$ cat src/rtl/key_count_pkg.sv
// Shared types and constants for the key_count_seg design.
package key_count_pkg;

  localparam int unsigned NUM_DIGITS = 3;

  typedef logic [3:0] bcd_t;

  // Active-low segment patterns {dp,g,f,e,d,c,b,a}, indexed by digit value.
  // Entries 10..15 blank the digit.
  localparam logic [15:0][7:0] SEG_LUT = {
    8'hFF, 8'hFF, 8'hFF, 8'hFF, 8'hFF, 8'hFF,
    8'h90, 8'h80, 8'hF8, 8'h82, 8'h92,
    8'h99, 8'hB0, 8'hA4, 8'hF9, 8'hC0
  };

  function automatic logic [7:0] seg_of(input bcd_t d);
    return SEG_LUT[d];
  endfunction

endpackage

$ cat src/rtl/key_debounce.sv
// Synchronises and debounces one active-low key and emits a one-cycle
// pulse when the debounced level falls (press). Releases make no pulse.
module key_debounce #(
  parameter int unsigned DEBOUNCE_CYCLES = 4
) (
  input  logic clk,
  input  logic rst,
  input  logic key_in,
  output logic press,
  output logic key_state
);

  localparam int unsigned CW = (DEBOUNCE_CYCLES > 1) ? $clog2(DEBOUNCE_CYCLES) : 1;
  localparam logic [CW-1:0] CNT_LAST = CW'(DEBOUNCE_CYCLES - 1);

  logic          sync0;
  logic          sync1;
  logic [CW-1:0] cnt;

  // Two-flop synchroniser; resets to the released level.
  always_ff @(posedge clk or posedge rst) begin
    if (rst) begin
      sync0 <= 1'b1;
      sync1 <= 1'b1;
    end else begin
      sync0 <= key_in;
      sync1 <= sync0;
    end
  end

  // Accept a new level only after it has differed for DEBOUNCE_CYCLES samples.
  always_ff @(posedge clk or posedge rst) begin
    if (rst) begin
      cnt       <= '0;
      key_state <= 1'b1;
      press     <= 1'b0;
    end else begin
      press <= 1'b0;
      if (sync1 == key_state) begin
        cnt <= '0;
      end else if (cnt == CNT_LAST) begin
        key_state <= sync1;
        cnt       <= '0;
        press     <= ~sync1;
      end else begin
        cnt <= cnt + 1'b1;
      end
    end
  end

endmodule

$ cat src/rtl/top.sv
// Push-button 3-digit BCD up/down counter scanned onto a common-anode
// seven-segment display.
module top
  import key_count_pkg::*;
#(
  parameter int unsigned DEBOUNCE_CYCLES = 4,
  parameter int unsigned SCAN_CYCLES     = 8
) (
  input  logic       clk,
  input  logic       rst,
  input  logic       key_in1,
  input  logic       key_in2,
  output logic [2:0] sel,
  output logic [7:0] seg
);

  localparam int unsigned SW = (SCAN_CYCLES > 1) ? $clog2(SCAN_CYCLES) : 1;
  localparam logic [SW-1:0] SCAN_LAST = SW'(SCAN_CYCLES - 1);
  localparam logic [1:0]    IDX_LAST  = 2'(NUM_DIGITS - 1);

  logic inc_evt;
  logic dec_evt;
  logic key1_state_unused;
  logic key2_state_unused;

  bcd_t [NUM_DIGITS-1:0] digits;
  bcd_t [NUM_DIGITS-1:0] digits_nxt;
  logic                  ripple;

  logic [SW-1:0] scan_cnt;
  logic [1:0]    idx;

  key_debounce #(.DEBOUNCE_CYCLES(DEBOUNCE_CYCLES)) u_key_inc (
    .clk       (clk),
    .rst       (rst),
    .key_in    (key_in1),
    .press     (inc_evt),
    .key_state (key1_state_unused)
  );

  key_debounce #(.DEBOUNCE_CYCLES(DEBOUNCE_CYCLES)) u_key_dec (
    .clk       (clk),
    .rst       (rst),
    .key_in    (key_in2),
    .press     (dec_evt),
    .key_state (key2_state_unused)
  );

  // Next count: ripple a decimal carry/borrow from the units digit upward.
  always_comb begin
    digits_nxt = digits;
    ripple     = 1'b1;
    if (inc_evt && !dec_evt) begin
      for (int unsigned i = 0; i < NUM_DIGITS; i++) begin
        if (ripple) begin
          if (digits[i] == 4'd9) begin
            digits_nxt[i] = '0;
          end else begin
            digits_nxt[i] = digits[i] + 4'd1;
            ripple        = 1'b0;
          end
        end
      end
    end else if (dec_evt && !inc_evt) begin
      for (int unsigned i = 0; i < NUM_DIGITS; i++) begin
        if (ripple) begin
          if (digits[i] == 4'd0) begin
            digits_nxt[i] = 4'd9;
          end else begin
            digits_nxt[i] = digits[i] - 4'd1;
            ripple        = 1'b0;
          end
        end
      end
    end
  end

  // Count register.
  always_ff @(posedge clk or posedge rst) begin
    if (rst) digits <= '0;
    else     digits <= digits_nxt;
  end

  // Scan timer and digit index; each digit is held SCAN_CYCLES cycles.
  always_ff @(posedge clk or posedge rst) begin
    if (rst) begin
      scan_cnt <= '0;
      idx      <= '0;
    end else if (scan_cnt == SCAN_LAST) begin
      scan_cnt <= '0;
      idx      <= (idx == IDX_LAST) ? 2'd0 : idx + 2'd1;
    end else begin
      scan_cnt <= scan_cnt + 1'b1;
    end
  end

  // sel and seg are registered together from the same index so they always agree.
  always_ff @(posedge clk or posedge rst) begin
    if (rst) begin
      sel <= '1;
      seg <= '1;
    end else begin
      sel <= ~(3'b001 << idx);
      seg <= seg_of(digits[idx]);
    end
  end

endmodule

$ cat config.mk
export PLATFORM = sky130hd
export DESIGN_NAME = top
export DESIGN_NICKNAME = d
export VERILOG_FILES = /design/src/rtl/key_count_pkg.sv /design/src/rtl/key_debounce.sv /design/src/rtl/top.sv
export SDC_FILE = /design/constraint.sdc
export NUM_CORES = 1
export LEC_CHECK = 0
export ABC_AREA = 1
export ABC_CLOCK_PERIOD_IN_PS = 4250
export CAP_MARGIN = 20
export CORE_MARGIN = 4
export CORE_UTILIZATION = 51
export DETAILED_ROUTE_END_ITERATION = 12
export GPL_ROUTABILITY_DRIVEN = 0
export PLACE_DENSITY_LB_ADDON = 0.12
export SYNTH_ARGS = -nofsm -noshare
export SYNTH_HDL_FRONTEND = slang
export SYNTH_SLANG_ARGS = --single-unit
$ cat constraint.sdc
create_clock -name clk -period 4.25 [get_ports clk]
set_input_delay 1.275 -clock clk [delete_from_list [all_inputs] [get_ports clk]]
set_output_delay 1.275 -clock clk [all_outputs]
set_load 0.03 [all_outputs]
==> results.txt <==
DRC: 0
Pin count of the biggest net entering global routing: 31
Critical Path Sink Type: output port
Post-DRT Antenna Nets: 0
Pwr dens: 657 nW/um2
P&R area growth vs syn: 13.1%
Leakage power: 1.31 nW
Final Hold Viols: 0
CTS tree: built
Sw Pwr: 0.709 mW
Worst Clk Skew: 4.68 ps
Yosys warnings: 0
Buffers and inverters on the worst path: 1
Maxcap violations: 0
Hold path cells: 0
Crit path time final: 2740 ps
Slowest cell on crit path: clkdlybuf4s50_1
Critical path data arrival time: 1470 ps
Part of the power in registers: 0.367
Initial antenna violation count: 0
Pint: 0.949 mW
RSZ-0062 raised after global routing: false
First-pass GRT wire length: 6980 um
Syn Nets: 294
Die height: 74.2 um
Startpoint types: flip-flop
Syn Inst Count: 280
Max IR drop VDD: 0.316 mV
Die area: 5500 um2
Sw Share: 0.428
Reg-to-reg slack, setup: 2500 ps
Via density: 4.93
PnR worst setup slack: 1510 ps
Worst hold margin: 360 ps
Pins Over Slew Limit: 0
First-pass detailed-route iteration total: 4
Num ports: 15
Combinational share of power: 0.471
Critical-path cell list: clkdlybuf4s50_1
Post-detail-place hpwl: 2910 um
Grt ovf: 0
# setup viols final: 0
Worst Path Max Fanout: 1
Synth cell types: 26
FILL cells: 377
Fin crit share: 0.646
Wire per inst: 11.1 um
H-tree level count: 2
ANT cells: 0
GRT Util Overall: 0.165
Clock Sinks: 39
Sequential standard cell area: 996 um2
Yosys reg bits: 39
Place WS: 1490 ps
Highest Clock Rate: 364 MHz
I/O Buffers: 13
Detailed Route WL: 3850 um
Vias in the first global route: 1593
Post-synthesis sequential area ratio: 0.446
CP delay by family, top: buffers and inverters
Reg clk slew, reported paths: 70 ps
Post-CTS Hold Fix Bufs: 0
Largest stage delay, worst path: 660 ps
Synth Cell Area: 2230 um2
Hold crit path type: flip-flop to flip-flop
Final Core Density: 0.614
Worst-Skew Late Latency: 290 ps
Placement Rows: 23
WP depth: 1
Root Buffer: clkbuf_8
Setup TNS: 0 ps
Setup CP Type: flip-flop to output port
Fin cells: 348
Placed Cells: 339
CTS max path bufs: 2
Final layout net count: 311
Post-CTS Resized: 0
First DRT Iteration DRCs: 112
Core footprint: 4120 um2
Clock network fraction of total power: 0.162
Worst r2r path cells: 9
Layout cells sized above 1: 0.185
Syn avg cell area: 7.97 um2
Postcts setup bufs: 0
Starting density of the core: 0.542
Outcome: complete, no violations
Detailed-route via count: 1716
Multi-input combinational cell area: 1080 um2
Chip width: 74.2 um
Total CTS buffers: 5
Worst EP required: 2970 ps
synth_stat cells (all sizes together):
cell type / count / area (um2)
xor2: 1 / 8.76
o211ai: 1 / 7.51
dfrtp: 23 / 576
dfstp: 16 / 420
nand4: 3 / 18.8
buf: 5 / 35.0
o21ai: 15 / 82.6
conb: 1 / 3.75
ha: 10 / 125
nand3: 31 / 160
nand2: 105 / 439
nand3b: 2 / 15.0
nor3: 2 / 10.0
nor3b: 2 / 15.0
inv: 33 / 124
xnor2: 3 / 26.3
nor2: 27 / 165
through the flow:
| step | power (mW) | instance area [um2] |
|---|---|---|
| 5_1_grt | 1.82 | 2520 |
| 4_1_cts | 1.67 | 2500 |
| 2_1_floorplan | 1.22 | 2230 |
| 6_report | 1.66 | 2520 |
| 3_3_place_gp | 1.38 | 2400 |
| 3_5_place_dp | 1.39 | 2400 |
flip-flops by register name, summed over array words and instances (netlist names):
register and cells:
digits 12, idx 2, scan_cnt 3, seg 7, sel 3, u_key_dec.cnt 2
u_key_dec.key_state 1, u_key_dec.press 1, u_key_dec.sync0 1, u_key_dec.sync1 1, u_key_inc.cnt 2, u_key_inc.key_state 1
u_key_inc.press 1, u_key_inc.sync0 1, u_key_inc.sync1 1
placed cells by master, fill, tap and decap left out:
| cell type | count |
|---|---|
| nor3b_1 | 2 |
| nand2_4 | 4 |
| dfstp_2 | 16 |
| clkdlybuf4s50_1 | 13 |
| inv_2 | 7 |
| nor2_2 | 4 |
| nor2_8 | 1 |
| clkbuf_8 | 7 |
| nand3b_1 | 2 |
| nand2_1 | 95 |
| o21ai_2 | 2 |
| dfrtp_1 | 23 |
| nand3_2 | 1 |
| nand2_2 | 6 |
| nor3_1 | 2 |
| nand3_1 | 30 |
| buf_16 | 1 |
| nor2_1 | 17 |
| buf_4 | 1 |
| xor2_1 | 1 |
| conb_1 | 1 |
| nor2_4 | 5 |
| ha_1 | 10 |
| nand4_1 | 3 |
| o21ai_0 | 13 |
| xnor2_1 | 3 |
| clkbuf_1 | 1 |
| o211ai_1 | 1 |
| inv_1 | 26 |
power by group through the flow:
stage	sequential, mW	combinational [mW]	clock (mW)
after global placement	0.613	0.766	0
after global routing	0.626	0.895	0.295
after detailed placement	0.616	0.779	0
final	0.608	0.780	0.269
after floorplan	0.649	0.576	0
after CTS	0.609	0.784	0.280
per-layer routing:
| layer | vias to the layer above | GRT usage | routed length, um |
|---|---|---|---|
| met5 | - | 0 | 0 |
| met4 | 0 | 0.0604 | 52 |
| met3 | 6 | 0.0405 | 170 |
| met2 | 28 | 0.259 | 1760 |
| met1 | 775 | 0.222 | 1870 |
| li1 | 907 | - | - |
logic make-up after synthesis:
logic type / count (synthesis) / share of synthesized area
and+or+nand+nor: 172 / 0.369
DFF: 39 / 0.446
buffers and inverters: 38 / 0.0712
AOI/OAI and AO/OA: 16 / 0.0404
adders and majority gates: 10 / 0.0561
xor gates and xnor gates: 4 / 0.0157
other: 1 / 0.00168
cell type report:
cell class,instances,share of cell area
Clock buffer,8,0.0396
Inverter,33,0.0491
Multi-Input combinational cell,203,0.427
Sequential cell,39,0.394
Tap cell,50,0.0248
Timing Repair Buffer,15,0.0654
path summary, 6_finish.rpt:
kind | end | from
hold / removal | u_key_inc.sync1$_DFF_PP1_ | u_key_inc.sync0$_DFF_PP1_
min in group asynchronous | scan_cnt[0]$_DFF_PP0_ | rst
hold reg to reg | u_key_inc.sync1$_DFF_PP1_ | u_key_inc.sync0$_DFF_PP1_
max in group asynchronous | sel[2]$_DFF_PP1_ | rst
setup reg to reg | digits[8]$_DFFE_PP0P_ | u_key_dec.press$_DFF_PP0_
setup / recovery | sel[2] | sel[2]$_DFF_PP1_
Note: power is estimated with default switching activity, not from simulation.
==> RTL edit 1: new RTL, same settings <==
Register the output `seg` once more; this adds one clock of latency there. The other outputs are not delayed to match. Comments in the files are not updated.
--- a/src/rtl/top.sv
+++ b/src/rtl/top.sv
@@ -19,2 +19,4 @@
   localparam logic [1:0]    IDX_LAST  = 2'(NUM_DIGITS - 1);
+
+  logic [7:0] seg_s0;
 
@@ -100,7 +102,11 @@
       sel <= '1;
-      seg <= '1;
+      seg_s0 <= '1;
     end else begin
       sel <= ~(3'b001 << idx);
-      seg <= seg_of(digits[idx]);
+      seg_s0 <= seg_of(digits[idx]);
     end
+  end
+
+  always_ff @(posedge clk) begin
+    seg <= seg_s0;
   end
Behaviour: not the same (Yosys sat finds a counterexample within 4 cycles, from zero or initial values and one cycle with rst high).
==> RTL edit 1 against the unedited design <==
Wire length is 0.68% higher. Cell area is 4.4% higher. Critical path depth stayed put. Power is 4.0% higher. Sequential cell count is 7 higher. Synthesized area is 4.3% higher. Utilization is 1.2 points lower. Worst setup slack worse by 0.0011 ns. Critical endpoint is now sel[0]. Highest routed layer unchanged.
==> RTL edit 1: results (changes against the unedited design) <==
Clock tree
  – H-Tree Level Count: 2 (unchanged)
  – CTS Buf Count: 5 (unchanged)
  – Post-CTS Setup Inserts: 0 (unchanged)
  – Clock-pin transition on the worst setup and hold timing paths: 0.09 ns (+0.02 ns)
  – Clock Latency Late Sink: 0.29 ns (about the same)
  – CTS max path bufs: 2 (unchanged)

Power
  – Maximum vdd drop: 240 uV (-24%)
  – Pleak: 0.00135 uW (+2.8%)

GRT
  – GRT Resource Usage Total: 15.8% (-0.65 points)
  – Vias in the first global route: 1631 (+2.4%)
  – Largest net degree at the start of global routing: 28 (-9.7%)
  – Global-route wire length before repair: 6910 um (-0.89%)

Place
  – Pre-CTS setup slack: 1.57 ns (+0.0717 ns)
  – DPL Wire Length: 2960 um (+1.7%)

Outcome
  – Status: complete, no violations

Synth
  – Largest cells by area after synthesis: dfrtp_1 (25%), dfstp_2 (18%), nand2_1 (15%)
  – Post-Syn Nets: 298 (+1.4%)
  – Synth unique cells: 29 (+12%)
  – Sequential element share of the synthesized area: 48.8% (+4.2 points)
  – Yosys warning total: 0 (unchanged)
  – FFs w/ async S/R, synth: 84.8% (-15 points)
  – Post-synth top cells: nand2_1 (96), nand3_1 (26), dfrtp_1 (23)

Finish
  – Regs by FF count: digits (12), seg (7), seg_s0 (7)
  – Nets: 316 (+1.6%)
  – Ant diodes: 0 (unchanged)
  – Share of layout cells above drive strength 1: 18.8% (+0.36 points)
  – Filler cells: 416 (+10%)

Min path
  – WHS Path Cells: 0 (unchanged)
  – Worst Hold Class: flop to flop

Timing
  – Setup TNS: 0 ns (unchanged)
  – Worst-case clock skew: 0.00874 ns (+0.00406 ns)

Worst setup path
  – Critical path peak fanout: 1 (unchanged)
  – Critical Path Max Stage Delay: 0.65 ns
  – Worst path slowest cell: clkdlybuf4s50_1

Detailed routing
  – DRT iter0 DRCs: 75 (-33%)
  – Drt total wl: 3880 um (+0.68%)
  – First-pass iteration count of the detailed router: 4 (unchanged)
  – Drt via density: 4.92 (-0.32%)
-- RTL edit 1: metal layers --
layer  part of all wire (%)  track usage (%)  vias up
met5                      0                0        -
met4                    1.6             6.41        0
met3                    3.2             3.17        7
met2                     48             26.5       20
met1                     47             20.1      800
li1                       -                -      918
-- RTL edit 1: final cells by class --
cell class              instances  share of cell area (%)
flip-flops and latches         46                    43.1
multi-input cells             201                    39.2
repair buffers                 16                    6.55
inverters                      32                    4.56
clock buffers                   6                    2.75
well taps                      52                    2.47
clock inverters                 2                    1.42
-- RTL edit 1: through the flow --
| stage | area [um2] | hold WS (ns) | util, % | instances | total power (uW) |
|---|---|---|---|---|---|
| global route | 2640 | 0.356 | 60.1 | 355 | 1900 |
| detailed placement | 2500 | 0.350 | 57.0 | 346 | 1420 |
| floorplan | 2330 | 0.345 | - | 284 | 1260 |
| global placement | 2500 | 0.346 | 57.0 | 346 | 1410 |
| finish | 2640 | 0.352 | 60.1 | 355 | 1730 |
| CTS | 2610 | 0.359 | 59.5 | 354 | 1740 |
-- RTL edit 1: where the power goes --
group	switching, uW	internal [uW]	total, uW
sequential	103	595	698
combinational	449	265	714
clock	138	175	314
-- RTL edit 1: final timing paths --
path	slack [ns]	endpoint	startpoint
max	1.50	sel[0]	sel[0]$_DFF_PP1_
min	0.35	u_key_dec.sync1$_DFF_PP1_	u_key_dec.sync0$_DFF_PP1_
max reg2reg	2.47	seg_s0[6]$_DFF_PP1_	idx[1]$_DFFE_PP0N_
min reg2reg	0.35	u_key_dec.sync1$_DFF_PP1_	u_key_dec.sync0$_DFF_PP1_
max in group asynchronous	2.38	seg_s0[0]$_DFF_PP1_	rst
min in group asynchronous	1.21	u_key_inc.cnt[1]$_DFF_PP0_	rst
-- RTL edit 1: cell families after synthesis --
family	count (synthesis)	share of synthesized area [%]
AND/OR/NAND/NOR	171	33.9
flip-flops	46	48.8
adder cells (fa/ha/maj)	10	5.38
other	1	0.161
buffers and inverters	37	6.83
AO/OA/AOI/OAI	15	3.39
XOR/XNOR	4	1.51
==> RTL edit 2: new RTL, same flow settings <==
Made on the original files. Set the parameter `SCAN_CYCLES` to 16 (it was 8).
--- a/src/rtl/top.sv
+++ b/src/rtl/top.sv
@@ -6,3 +6,3 @@
   parameter int unsigned DEBOUNCE_CYCLES = 4,
-  parameter int unsigned SCAN_CYCLES     = 8
+  parameter int unsigned SCAN_CYCLES     = 16
 ) (
Formal check against the unedited RTL: not equivalent (a bounded check fails within 10 cycles, from zero or initial values and one cycle with rst high).
==> RTL edit 2 against the unedited design <==
Clock skew grew 0.00091 ns. Fmax is 0.36% higher. Sequential cell count grew 1. Die area fell by 3.1%. Wire length down 4.0%. Synthesized area down 3.5%. Power down 0.65%. Worst setup slack improved by 0.0098 ns. Cell area decreased by 2.5%.
==> RTL edit 2: results (changes against the unedited design) <==
Outcome
  – Status: complete, no violations

Power
  – Pleak: 0.00123 uW (-6.0%)
  – Combinational share of power: 43.5% (-3.6 points)
  – Clock group: 322 uW (+20%)
  – Maximum vdd drop: 260 uV (-17%)
  – Total power: 1650 uW (-0.65%)
  – Internal: 973 uW (+2.6%)

Synth
  – Sequential element share of the synthesized area: 47.4% (+2.8 points)
  – Post-synth top cells: nand2_1 (82), nand3_1 (32), inv_1 (26)
  – Largest cells by area after synthesis: dfrtp_1 (28%), dfstp_2 (20%), nand2_1 (14%)
  – Post-Syn Nets: 279 (-5.1%)
  – Synth unique cells: 30 (+15%)

Detailed routing
  – WL met3: 182 um (+7.1%)
  – Vias: 1647 (-4.0%)
  – Metal2 WL: 1700 um (-3.4%)
  – WL/cell: 11.0 um (-0.30%)
  – DRT iter0 DRCs: 80 (-29%)
  – M1 WL: 1760 um (-6.0%)

Worst setup path
  – Worst path slowest cell: clkdlybuf4s50_1
  – Setup slack, reg-to-reg: 2.53 ns (+0.03 ns)

Finish
  – Regs by FF count: digits (12), seg (7), scan_cnt (4)
  – Share of layout cells above drive strength 1: 17.2% (-1.3 points)
  – Nets: 297 (-4.5%)

Timing
  – Worst-case clock skew: 0.00559 ns (+0.000908 ns)

GRT
  – Met1 usage: 21.5% (-0.69 points)
  – Vias in the first global route: 1399 (-12%)
  – Largest net degree at the start of global routing: 41 (+32%)
  – Global-route wire length before repair: 6380 um (-8.6%)
  – GRT Resource Usage Total: 15.5% (-0.97 points)
  – Met3 Use GR: 3.72% (-0.34 points)
  – Grt met2 use: 23.1% (-2.7 points)

Clock tree
  – CTS max path bufs: 2 (unchanged)

Place
  – Post-Place Cell Area: 2340 um2 (-2.4%)
  – DPL Wire Length: 2750 um (-5.5%)
-- RTL edit 2: through the flow --
| step | std cells | hold WS (ns) | worst slack [ns] |
|---|---|---|---|
| after global placement | 327 | 0.346 | 1.83 |
| after detailed placement | 327 | 0.348 | 1.82 |
| final | 335 | 0.354 | 1.52 |
| after global routing | 335 | 0.350 | 1.46 |
| after floorplan | 266 | 0.345 | 2.08 |
| after CTS | 335 | 0.355 | 1.50 |
-- RTL edit 2: final timing paths --
| check | start | endpoint | depth (start not counted) |
|---|---|---|---|
| worst min register to register | u_key_dec.sync0$_DFF_PP1_ | u_key_dec.sync1$_DFF_PP1_ | 0 |
| worst min-delay path | u_key_dec.sync0$_DFF_PP1_ | u_key_dec.sync1$_DFF_PP1_ | 0 |
| worst max register to register | u_key_dec.press$_DFF_PP0_ | digits[11]$_DFFE_PP0P_ | 7 |
| worst max-delay path | sel[1]$_DFF_PP1_ | sel[1] | 1 |
| min in group asynchronous | rst | scan_cnt[2]$_DFF_PP0_ | 3 |
| max in group asynchronous | rst | u_key_inc.sync0$_DFF_PP1_ | 3 |
-- RTL edit 2: cells by family after synthesis --
logic type | count (synthesis) | share of synthesized area (%)
AO/OA/AOI/OAI | 27 | 7.20
XOR/XNOR | 5 | 2.03
buffers and inverters | 38 | 6.79
other | 1 | 0.174
flip-flops | 40 | 47.4
AND/OR/NAND/NOR | 146 | 31.2
adder cells (fa/ha/maj) | 9 | 5.23
-- RTL edit 2: area by class of cell --
type	instances	area (um2)
Multi-Input combinational cell	188	987
Clock inverter	2	38.8
Fill cell	367	1570
Inverter	35	131
Sequential cell	40	1020
Clock buffer	6	82.6
Timing Repair Buffer	14	138
Tap cell	50	62.6
